## config.mk

```make
export PLATFORM = sky130hd
export DESIGN_NAME = fpu_op_dispatch_flat
export DESIGN_NICKNAME = d
export VERILOG_FILES = /design/src/rtl/fpu_op_dispatch_if.sv /design/src/rtl/fpu_op_dispatch.sv /design/src/flat_wrapper.sv
export SDC_FILE = /design/constraint.sdc
export NUM_CORES = 1
export LEC_CHECK = 0
export CAP_MARGIN = 20
export CORE_ASPECT_RATIO = 1.2
export CORE_MARGIN = 1.5
export CORE_UTILIZATION = 43
export DETAILED_ROUTE_END_ITERATION = 12
export DONT_BUFFER_PORTS = 1
export SYNTH_ARGS = -nofsm -noshare
export SYNTH_HDL_FRONTEND = slang
export SYNTH_SLANG_ARGS = --single-unit
```

## constraint.sdc

```tcl
create_clock -name clk -period 6.1 [get_ports clk]
set_input_delay 0.915 -clock clk [delete_from_list [all_inputs] [get_ports clk]]
set_output_delay 0.915 -clock clk [all_outputs]
set_load 0.02 [all_outputs]
```

## src/rtl/fpu_op_dispatch_if.sv

```systemverilog
// Command, register-file read, functional-unit and write-back signals of the
// FPU issue sequencer, bundled for the dispatcher (slave) and its environment (master).
interface fpu_op_dispatch_if #(
  parameter int unsigned REG_AW = 4
);
  logic              cmd_valid;
  logic              cmd_ready;
  logic [3:0]        cmd_op;
  logic [REG_AW-1:0] cmd_src1;
  logic [REG_AW-1:0] cmd_src2;
  logic [REG_AW-1:0] cmd_dest;
  logic [REG_AW-1:0] rd_addr1;
  logic [REG_AW-1:0] rd_addr2;
  logic [31:0]       rd_data1;
  logic [31:0]       rd_data2;
  logic [31:0]       op_a;
  logic [31:0]       op_b;
  logic [7:0]        unit_start;
  logic [7:0]        unit_done;
  logic [3:0]        wb_sel;
  logic              wb_en;
  logic [REG_AW-1:0] wb_addr;
  logic              busy;
  logic              bad_op;
  logic              timeout_err;

  modport slave (
    input  cmd_valid, cmd_op, cmd_src1, cmd_src2, cmd_dest,
    input  rd_data1, rd_data2, unit_done,
    output cmd_ready, rd_addr1, rd_addr2, op_a, op_b, unit_start,
    output wb_sel, wb_en, wb_addr, busy, bad_op, timeout_err
  );

  modport master (
    output cmd_valid, cmd_op, cmd_src1, cmd_src2, cmd_dest,
    output rd_data1, rd_data2, unit_done,
    input  cmd_ready, rd_addr1, rd_addr2, op_a, op_b, unit_start,
    input  wb_sel, wb_en, wb_addr, busy, bad_op, timeout_err
  );
endinterface

```

## src/rtl/fpu_op_dispatch.sv

```systemverilog
// Serialized FPU issue sequencer: accept, read operands, pulse the unit start,
// wait for its done (bounded by TIMEOUT), then drive one write-back cycle.
module fpu_op_dispatch #(
  parameter int unsigned REG_AW  = 4,
  parameter int unsigned TIMEOUT = 255
) (
  input  logic              clk,
  input  logic              rst,
  fpu_op_dispatch_if.slave  bus
);

  typedef enum logic [2:0] {IDLE, READ, ISSUE, WAIT, WB} state_e;

  state_e            state_q, state_d;
  logic [3:0]        op_q, op_d;
  logic [REG_AW-1:0] src1_q, src1_d;
  logic [REG_AW-1:0] src2_q, src2_d;
  logic [REG_AW-1:0] dest_q, dest_d;
  logic [31:0]       op_a_q, op_a_d;
  logic [31:0]       op_b_q, op_b_d;
  logic [7:0]        cnt_q, cnt_d;
  logic              bad_op_q, bad_op_d;

  logic       accept;
  logic       cmd_legal;
  logic [2:0] unit_idx;
  logic       done_hit;
  logic       timeout_hit;
  logic [7:0] start_c;
  logic [3:0] wb_sel_c;
  logic       wb_en_c;
  logic       timeout_c;

  assign accept      = (state_q == IDLE) && bus.cmd_valid;
  assign cmd_legal   = (bus.cmd_op != 4'd0) && (bus.cmd_op <= 4'd8);
  // ops 1..8 map to unit bits 0..7; op 8 wraps through 3'b000 - 1 = 7
  assign unit_idx    = op_q[2:0] - 3'd1;
  assign done_hit    = bus.unit_done[unit_idx];
  assign timeout_hit = (cnt_q == 8'(TIMEOUT));

  always_comb begin
    state_d   = state_q;
    op_d      = op_q;
    src1_d    = src1_q;
    src2_d    = src2_q;
    dest_d    = dest_q;
    op_a_d    = op_a_q;
    op_b_d    = op_b_q;
    cnt_d     = cnt_q;
    bad_op_d  = 1'b0;
    start_c   = '0;
    wb_sel_c  = '0;
    wb_en_c   = 1'b0;
    timeout_c = 1'b0;
    case (state_q)
      IDLE: begin
        if (accept) begin
          op_d     = bus.cmd_op;
          src1_d   = bus.cmd_src1;
          src2_d   = bus.cmd_src2;
          dest_d   = bus.cmd_dest;
          bad_op_d = (bus.cmd_op > 4'd8);
          if (cmd_legal) state_d = READ;
        end
      end
      READ: begin
        op_a_d  = bus.rd_data1;
        op_b_d  = (op_q inside {4'd1, 4'd2, 4'd3}) ? bus.rd_data2 : '0;
        state_d = ISSUE;
      end
      ISSUE: begin
        start_c = 8'd1 << unit_idx;
        cnt_d   = '0;
        state_d = WAIT;
      end
      WAIT: begin
        wb_sel_c = op_q;
        if (done_hit) begin
          state_d = WB;
        end else if (timeout_hit) begin
          timeout_c = 1'b1;
          state_d   = IDLE;
        end else begin
          cnt_d = cnt_q + 8'd1;
        end
      end
      WB: begin
        wb_sel_c = op_q;
        wb_en_c  = 1'b1;
        state_d  = IDLE;
      end
      default: state_d = IDLE;
    endcase
  end

  always_ff @(posedge clk) begin
    if (rst) begin
      state_q  <= IDLE;
      op_q     <= '0;
      src1_q   <= '0;
      src2_q   <= '0;
      dest_q   <= '0;
      op_a_q   <= '0;
      op_b_q   <= '0;
      cnt_q    <= '0;
      bad_op_q <= 1'b0;
    end else begin
      state_q  <= state_d;
      op_q     <= op_d;
      src1_q   <= src1_d;
      src2_q   <= src2_d;
      dest_q   <= dest_d;
      op_a_q   <= op_a_d;
      op_b_q   <= op_b_d;
      cnt_q    <= cnt_d;
      bad_op_q <= bad_op_d;
    end
  end

  assign bus.cmd_ready   = (state_q == IDLE) && !rst;
  assign bus.busy        = (state_q != IDLE);
  assign bus.rd_addr1    = src1_q;
  assign bus.rd_addr2    = src2_q;
  assign bus.op_a        = op_a_q;
  assign bus.op_b        = op_b_q;
  assign bus.unit_start  = start_c;
  assign bus.wb_sel      = wb_sel_c;
  assign bus.wb_en       = wb_en_c;
  assign bus.wb_addr     = (state_q == WB) ? dest_q : '0;
  assign bus.bad_op      = bad_op_q;
  assign bus.timeout_err = timeout_c;

endmodule

```

## src/flat_wrapper.sv

```systemverilog
// flat-port wrapper written by rule: the top's interface ports become plain ports
module fpu_op_dispatch_flat 
#(
  parameter int unsigned REG_AW  = 4,
  parameter int unsigned TIMEOUT = 255
)
  (clk, rst, bus_cmd_valid, bus_cmd_op, bus_cmd_src1, bus_cmd_src2, bus_cmd_dest, bus_rd_data1, bus_rd_data2, bus_unit_done, bus_cmd_ready, bus_rd_addr1, bus_rd_addr2, bus_op_a, bus_op_b, bus_unit_start, bus_wb_sel, bus_wb_en, bus_wb_addr, bus_busy, bus_bad_op, bus_timeout_err);
  fpu_op_dispatch_if #(.REG_AW(REG_AW)) bus_i ();
  input  logic clk;
  input  logic rst;
  input wire logic [$bits(bus_i.cmd_valid)-1:0] bus_cmd_valid;
  input wire logic [$bits(bus_i.cmd_op)-1:0] bus_cmd_op;
  input wire logic [$bits(bus_i.cmd_src1)-1:0] bus_cmd_src1;
  input wire logic [$bits(bus_i.cmd_src2)-1:0] bus_cmd_src2;
  input wire logic [$bits(bus_i.cmd_dest)-1:0] bus_cmd_dest;
  input wire logic [$bits(bus_i.rd_data1)-1:0] bus_rd_data1;
  input wire logic [$bits(bus_i.rd_data2)-1:0] bus_rd_data2;
  input wire logic [$bits(bus_i.unit_done)-1:0] bus_unit_done;
  output wire logic [$bits(bus_i.cmd_ready)-1:0] bus_cmd_ready;
  output wire logic [$bits(bus_i.rd_addr1)-1:0] bus_rd_addr1;
  output wire logic [$bits(bus_i.rd_addr2)-1:0] bus_rd_addr2;
  output wire logic [$bits(bus_i.op_a)-1:0] bus_op_a;
  output wire logic [$bits(bus_i.op_b)-1:0] bus_op_b;
  output wire logic [$bits(bus_i.unit_start)-1:0] bus_unit_start;
  output wire logic [$bits(bus_i.wb_sel)-1:0] bus_wb_sel;
  output wire logic [$bits(bus_i.wb_en)-1:0] bus_wb_en;
  output wire logic [$bits(bus_i.wb_addr)-1:0] bus_wb_addr;
  output wire logic [$bits(bus_i.busy)-1:0] bus_busy;
  output wire logic [$bits(bus_i.bad_op)-1:0] bus_bad_op;
  output wire logic [$bits(bus_i.timeout_err)-1:0] bus_timeout_err;
  assign bus_i.cmd_valid = bus_cmd_valid;
  assign bus_i.cmd_op = bus_cmd_op;
  assign bus_i.cmd_src1 = bus_cmd_src1;
  assign bus_i.cmd_src2 = bus_cmd_src2;
  assign bus_i.cmd_dest = bus_cmd_dest;
  assign bus_i.rd_data1 = bus_rd_data1;
  assign bus_i.rd_data2 = bus_rd_data2;
  assign bus_i.unit_done = bus_unit_done;
  assign bus_cmd_ready = bus_i.cmd_ready;
  assign bus_rd_addr1 = bus_i.rd_addr1;
  assign bus_rd_addr2 = bus_i.rd_addr2;
  assign bus_op_a = bus_i.op_a;
  assign bus_op_b = bus_i.op_b;
  assign bus_unit_start = bus_i.unit_start;
  assign bus_wb_sel = bus_i.wb_sel;
  assign bus_wb_en = bus_i.wb_en;
  assign bus_wb_addr = bus_i.wb_addr;
  assign bus_busy = bus_i.busy;
  assign bus_bad_op = bus_i.bad_op;
  assign bus_timeout_err = bus_i.timeout_err;
  fpu_op_dispatch #(.REG_AW(REG_AW), .TIMEOUT(TIMEOUT)) u_core (.clk(clk), .rst(rst), .bus(bus_i));
endmodule
```

# After elaboration in Yosys (flattened, before gate mapping)
# Cells that the tools add are included.
word_totals:
  register_bits: 92
  inputBits: 91
  output_inout_bits: 93
  wordCells: 62
classes:
  add_sub_neg: 2
  n_lt_le_gt_ge: 3
  eq_ne: 13
  shift: 1
  n_mux: 18
  bitwise: 2
  n_reduce_logical: 14
op_table:
  columns: ["cell", "n"]
  rows:
  - ["32-bit two-way mux", 1]
  - ["8-bit two-way mux", 3]
  - ["8-bit one-hot mux with 2 select lines", 1]
  - ["3-bit two-way mux", 4]
  - ["3-bit one-hot mux with 4 select lines", 1]
  - ["8-bit by 1-bit adder with 8-bit output (second input constant)", 1]
  - ["4-bit by 2-bit == test with 1-bit output (second input constant)", 2]
  - ["8-bit == test (second input constant)", 1]
  - ["4-bit two-way mux", 2]
  - ["1-bit by 3-bit left shift with 8-bit output (first input constant)", 1]
  - ["3-bit by 2-bit == test with 1-bit output (second input constant)", 2]
  - ["3-bit AND reduction", 2]
  - ["3-bit nonzero test", 2]
  - ["1-bit two-way mux", 5]
  - ["4-bit by 1-bit == test with 1-bit output (second input constant)", 1]
  - ["4-bit greater-than comparator (second input constant)", 1]
  - ["4-bit less-or-equal comparator (second input constant)", 1]
  - ["3-bit by 4-bit < comparator with 1-bit output (second input constant)", 1]
  - ["2-bit by 1-bit != test with 1-bit output (second input constant)", 2]
  - ["2-bit != test (second input constant)", 2]
  - ["4-bit nonzero test", 1]
  - ["1-bit binary-select mux with 3-bit select", 1]
  - ["3-bit by 1-bit == test with 1-bit output (second input constant)", 1]
  - ["3-bit == test (second input constant)", 1]
  - ["10 further kinds", 13]

# Longest topological paths before layout
depth:
  depth_word: 5
  depth_mapped: 7
  depth_no_buf: 6

# Least setup slack after synthesis
# Ideal clock, no wire load.
synth_path:
  kind: "input -> output"
  from: "in bus_unit_done[4]"
  to: "out bus_timeout_err"
  t_arrival_ns: 2.243
  t_required_ns: 5.185
  slack_ns: 2.942
  cell_stages: 3
  path_cell_list: "mux4_2 mux2_2 nor4b_2"
synth_between:
  elab_chain_cells: 4
synth_rtl:
  columns: ["item", "line", "source"]
  rows:
  - ["start, declared", "flat_wrapper.sv:18", "input wire logic [$bits(bus_i.unit_done)-1:0] bus_unit_done;"]
  - ["1-bit binary-select mux with 3-bit select", "fpu_op_dispatch.sv:38", "assign done_hit = bus.unit_done[unit_idx];"]
  - ["1-bit two-way mux (implied by the code)", "fpu_op_dispatch.sv:38", null]
  - ["1-bit two-way mux", "fpu_op_dispatch.sv:78", "if (done_hit) begin"]
  - ["1-bit two-way mux", "fpu_op_dispatch.sv:55", "case (state_q)"]
  - ["end, declared", "flat_wrapper.sv:30", "output wire logic [$bits(bus_i.timeout_err)-1:0] bus_timeout_err;"]
# No other way between the ends. The select of a mux whose other input is x is not followed.

# Worst setup path in the final report
layout_path:
  from: "reg u_core.op_q[0]"
  to: "out bus_timeout_err"
layout_between:
  elab_chain_cells: 5
layout_rtl:
  columns: ["item", "line", "source"]
  rows:
  - ["start, declared", "fpu_op_dispatch.sv:15", "logic [3:0] op_q, op_d;"]
  - ["start signal, assigned", "fpu_op_dispatch.sv:109", "op_q <= op_d;"]
  - ["3-bit by 1-bit subtractor with 3-bit output", "fpu_op_dispatch.sv:37", "assign unit_idx = op_q[2:0] - 3'd1;"]
  - ["1-bit binary-select mux with 3-bit select", "fpu_op_dispatch.sv:38", null]
  - ["1-bit two-way mux (implied by the code)", "fpu_op_dispatch.sv:38", null]
  - ["1-bit two-way mux", "fpu_op_dispatch.sv:78", null]
  - ["1-bit two-way mux", "fpu_op_dispatch.sv:55", null]
# No other way between the ends. The select of a mux whose other input is x is not followed.

==> results by group <==
Clock tree
  – H-Tree Depth: 3
  – Root buffer cell: clkbuf_8
  – Post-CTS resize count: 0
  – CTS Hold Bufs: 0
  – Post-CTS setup buffer count: 0
  – CTS sink cnt: 92
  – TritonCTS clock tree: yes
  – TritonCTS buffer count: 9
  – Skew-Pair Late Insertion Delay: 0.35 ns
  – Max Buffers Root-to-Sink: 2
  – Clk slew on worst S/H paths: 0.09 ns

Worst setup path
  – Delay-heaviest family, CP: multiplexers
  – Slowest-stage cell, CP: nor4b_2
  – Crit-path max cell delay: 0.55 ns
  – CP Max Fanout: 7
  – Startpoint types: flip-flop
  – Crit. End Element: primary output
  – Worst-path cell chain: inv_1 > ha_1 > mux4_2 > mux2_2 > nor4b_2
  – Critical Path RT: 5.18 ns
  – Worst setup path class: reg -> out
  – Critical path buffer and inverter count: 1
  – WP data arrival: 2.57 ns

Synth
  – Yosys Warn Count: 0
  – Sequential share of the synthesized area: 0.472
  – Area share of the largest cell type after synthesis: 0.472
  – EDFF count, synth: 0
  – Most frequently used flop master after synthesis: dfxtp_1
  – Syn Inst Count: 429
  – Yosys reg bits: 92
  – Largest cells by area after synthesis: dfxtp_1 47%, nand2_1 9.8%, a22oi_2 9.6%, a21oi_1 6.4%, nor2_2 4.8%
  – Asr flop ratio synth: 0
  – Synth Cell Area: 0.00390 mm2
  – Synthesized net count: 527
  – Syn avg cell area: 9.09 um2
  – Commonest cells post-synth: 102 x nand2_1, 92 x dfxtp_1, 50 x a21oi_1
  – Yosys top cell by area: dfxtp_1
  – Synth cell types: 46
  – Top-count cell post-synth: nand2_1

Layout
  – Final nets: 514
  – Area delta synth->final: 6.26%
  – Fillers: 862
  – # diodes: 0
  – Share of layout cells above drive strength 1: 0.205
  – Final non-filler cell area: 0.00414 mm2
  – Area of the multi-input gates: 0.00191 mm2
  – FF+latch area: 0.00184 mm2

Placed design
  – HPWL Detailed: 6040 um
  – Port bufs: 0
  – Area after DPL: 0.00394 mm2
  – GP Congestion: 0.752

STA
  – Fmax: 287 MHz
  – Clock Skew: 0.00915 ns
  – Final hold viol count: 0
  – Tcrit/Tclk final: 0.571
  – Least-Margin Pin Slew: 1.14 ns
  – Hold WS: 0.457 ns
  – Tmin final: 3.48 ns
  – Relative slew slack: 0.242
  – Unrepaired setup endpoints after global routing: false
  – Final setup fails: 0
  – TNS Setup: 0 ns
  – Final Max Tran Viols: 0

Floorplan
  – CORE AREA: 0.00870 mm2
  – Die height: 107 um
  – I/O pin count: 184
  – Initial Utilization: 0.448
  – Die Wd: 89.9 um
  – Core Rows: 37
  – Die area: 0.00965 mm2

Detailed routing
  – Drt wl/cell: 16.4 um
  – Vias per Instance: 5.47
  – 1st-pass router iterations: 4
  – DRC: 0
  – Initial DRC Count: 95
  – Post-DRT Antenna Nets: 0
  – Via count: 2938
  – Routed wire length: 8830 um

Global route
  – Antenna violations before repair: 0
  – Number of global-route vias before repair: 2862
  – First-pass GRT wire length: 13900 um
  – Pin count of the biggest net entering global routing: 93
  – GRT Total Usage: 0.180
  – GRT Residual Overflow: 0

Outcome
  – Status: finished clean

Hold path
  – HP Class: reg -> reg

Power and ir drop
  – Leakage Power: 1.38 nW
  – Pwr Density: 300 mW/mm2
  – Max IR drop VDD: 0.127 mV

Job
  – Max cap viols: 0
final timing paths:
path	from	endpoint	cells after the start	slack, ns
max	u_core.op_q[0]	bus_timeout_err	5	2.62
min	u_core.dest_q[2]	u_core.dest_q[2]	2	0.46
max reg2reg	u_core.state_q[0]	u_core.bus.op_b[1]	5	3.76
min reg2reg	u_core.dest_q[2]	u_core.dest_q[2]	2	0.46
per-layer routing:
metal  part of all wire  GRT usage  vias up
li1                   -          -     1437
met1               0.39      0.201     1374
met2               0.51      0.315      114
met3              0.080     0.0551       13
met4              0.016     0.0805        0
met5                  0          0        -
state kept, by name (all words and copies together) (netlist names):
register             count
u_core.dest_q            4
u_core.bus.op_a         32
u_core.bus.bad_op        1
u_core.op_q              4
u_core.bus.rd_addr1      4
u_core.state_q           3
u_core.bus.rd_addr2      4
u_core.cnt_q             8
u_core.bus.op_b         32
cells by family (layout without fill, tap and decap cells):
kind of cell,count (synthesis),after routing,synth area share
simple gates,186,186,0.234
compound gates,105,105,0.205
flops,92,92,0.472
buf+inv,33,24,0.0395
fa+ha+maj,7,7,0.0225
mux,5,5,0.0228
xor+xnor,1,1,0.00417
power breakdown:
group / internal (W) / total (W) / switching (W)
Sequential: 0.000630 / 0.000682 / 0.0000527
Clock: 0.000230 / 0.000434 / 0.000204
Combinational: 0.0000442 / 0.000128 / 0.0000836
Total: 0.000904 / 0.00124 / 0.000340
through the flow:
| step | std cells | utilization | setup WS (ns) | power (W) |
|---|---|---|---|---|
| final | 537 | 0.476 | 2.62 | 0.00124 |
| after global routing | 537 | 0.476 | 2.47 | 0.00130 |
| after CTS | 537 | 0.476 | 2.57 | 0.00126 |
| after detailed placement | 522 | 0.453 | 2.88 | 0.000827 |
| after global placement | 522 | 0.453 | 2.89 | 0.000822 |
| after floorplan | 429 | - | 2.94 | 0.000811 |
placed cells by master (no fill, tap or decap), drive strengths merged, types with 3 or more instances in the layout:
master	netlist	final
nand2	102	102
dfxtp	92	92
a21oi	51	51
nor2	41	41
a22oi	32	32
clkbuf	16	11
and2	9	9
inv	7	8
nor3	7	7
ha	7	7
o21ai	7	7
a31oi	6	6
and3	5	5
nand3	4	4
nor2b	3	3
nor3b	3	3
cell type report:
type	count	share of cell area
multi-input cells	304	0.461
flip-flops and latches	92	0.444
well taps	117	0.0353
clock buffers	11	0.0317
clock inverters	4	0.0178
inverters	7	0.00634
repair buffers	2	0.00362
worst register-to-register path: cells and delay by family (launching register included):
family,cells,cell delay [ns]
AOI/OAI and AO/OA,1,0.16
and+or+nand+nor,3,1.22
buffers and inverters,1,0.48
DFF,1,0.44
Note: power is estimated with default switching activity, not from simulation.
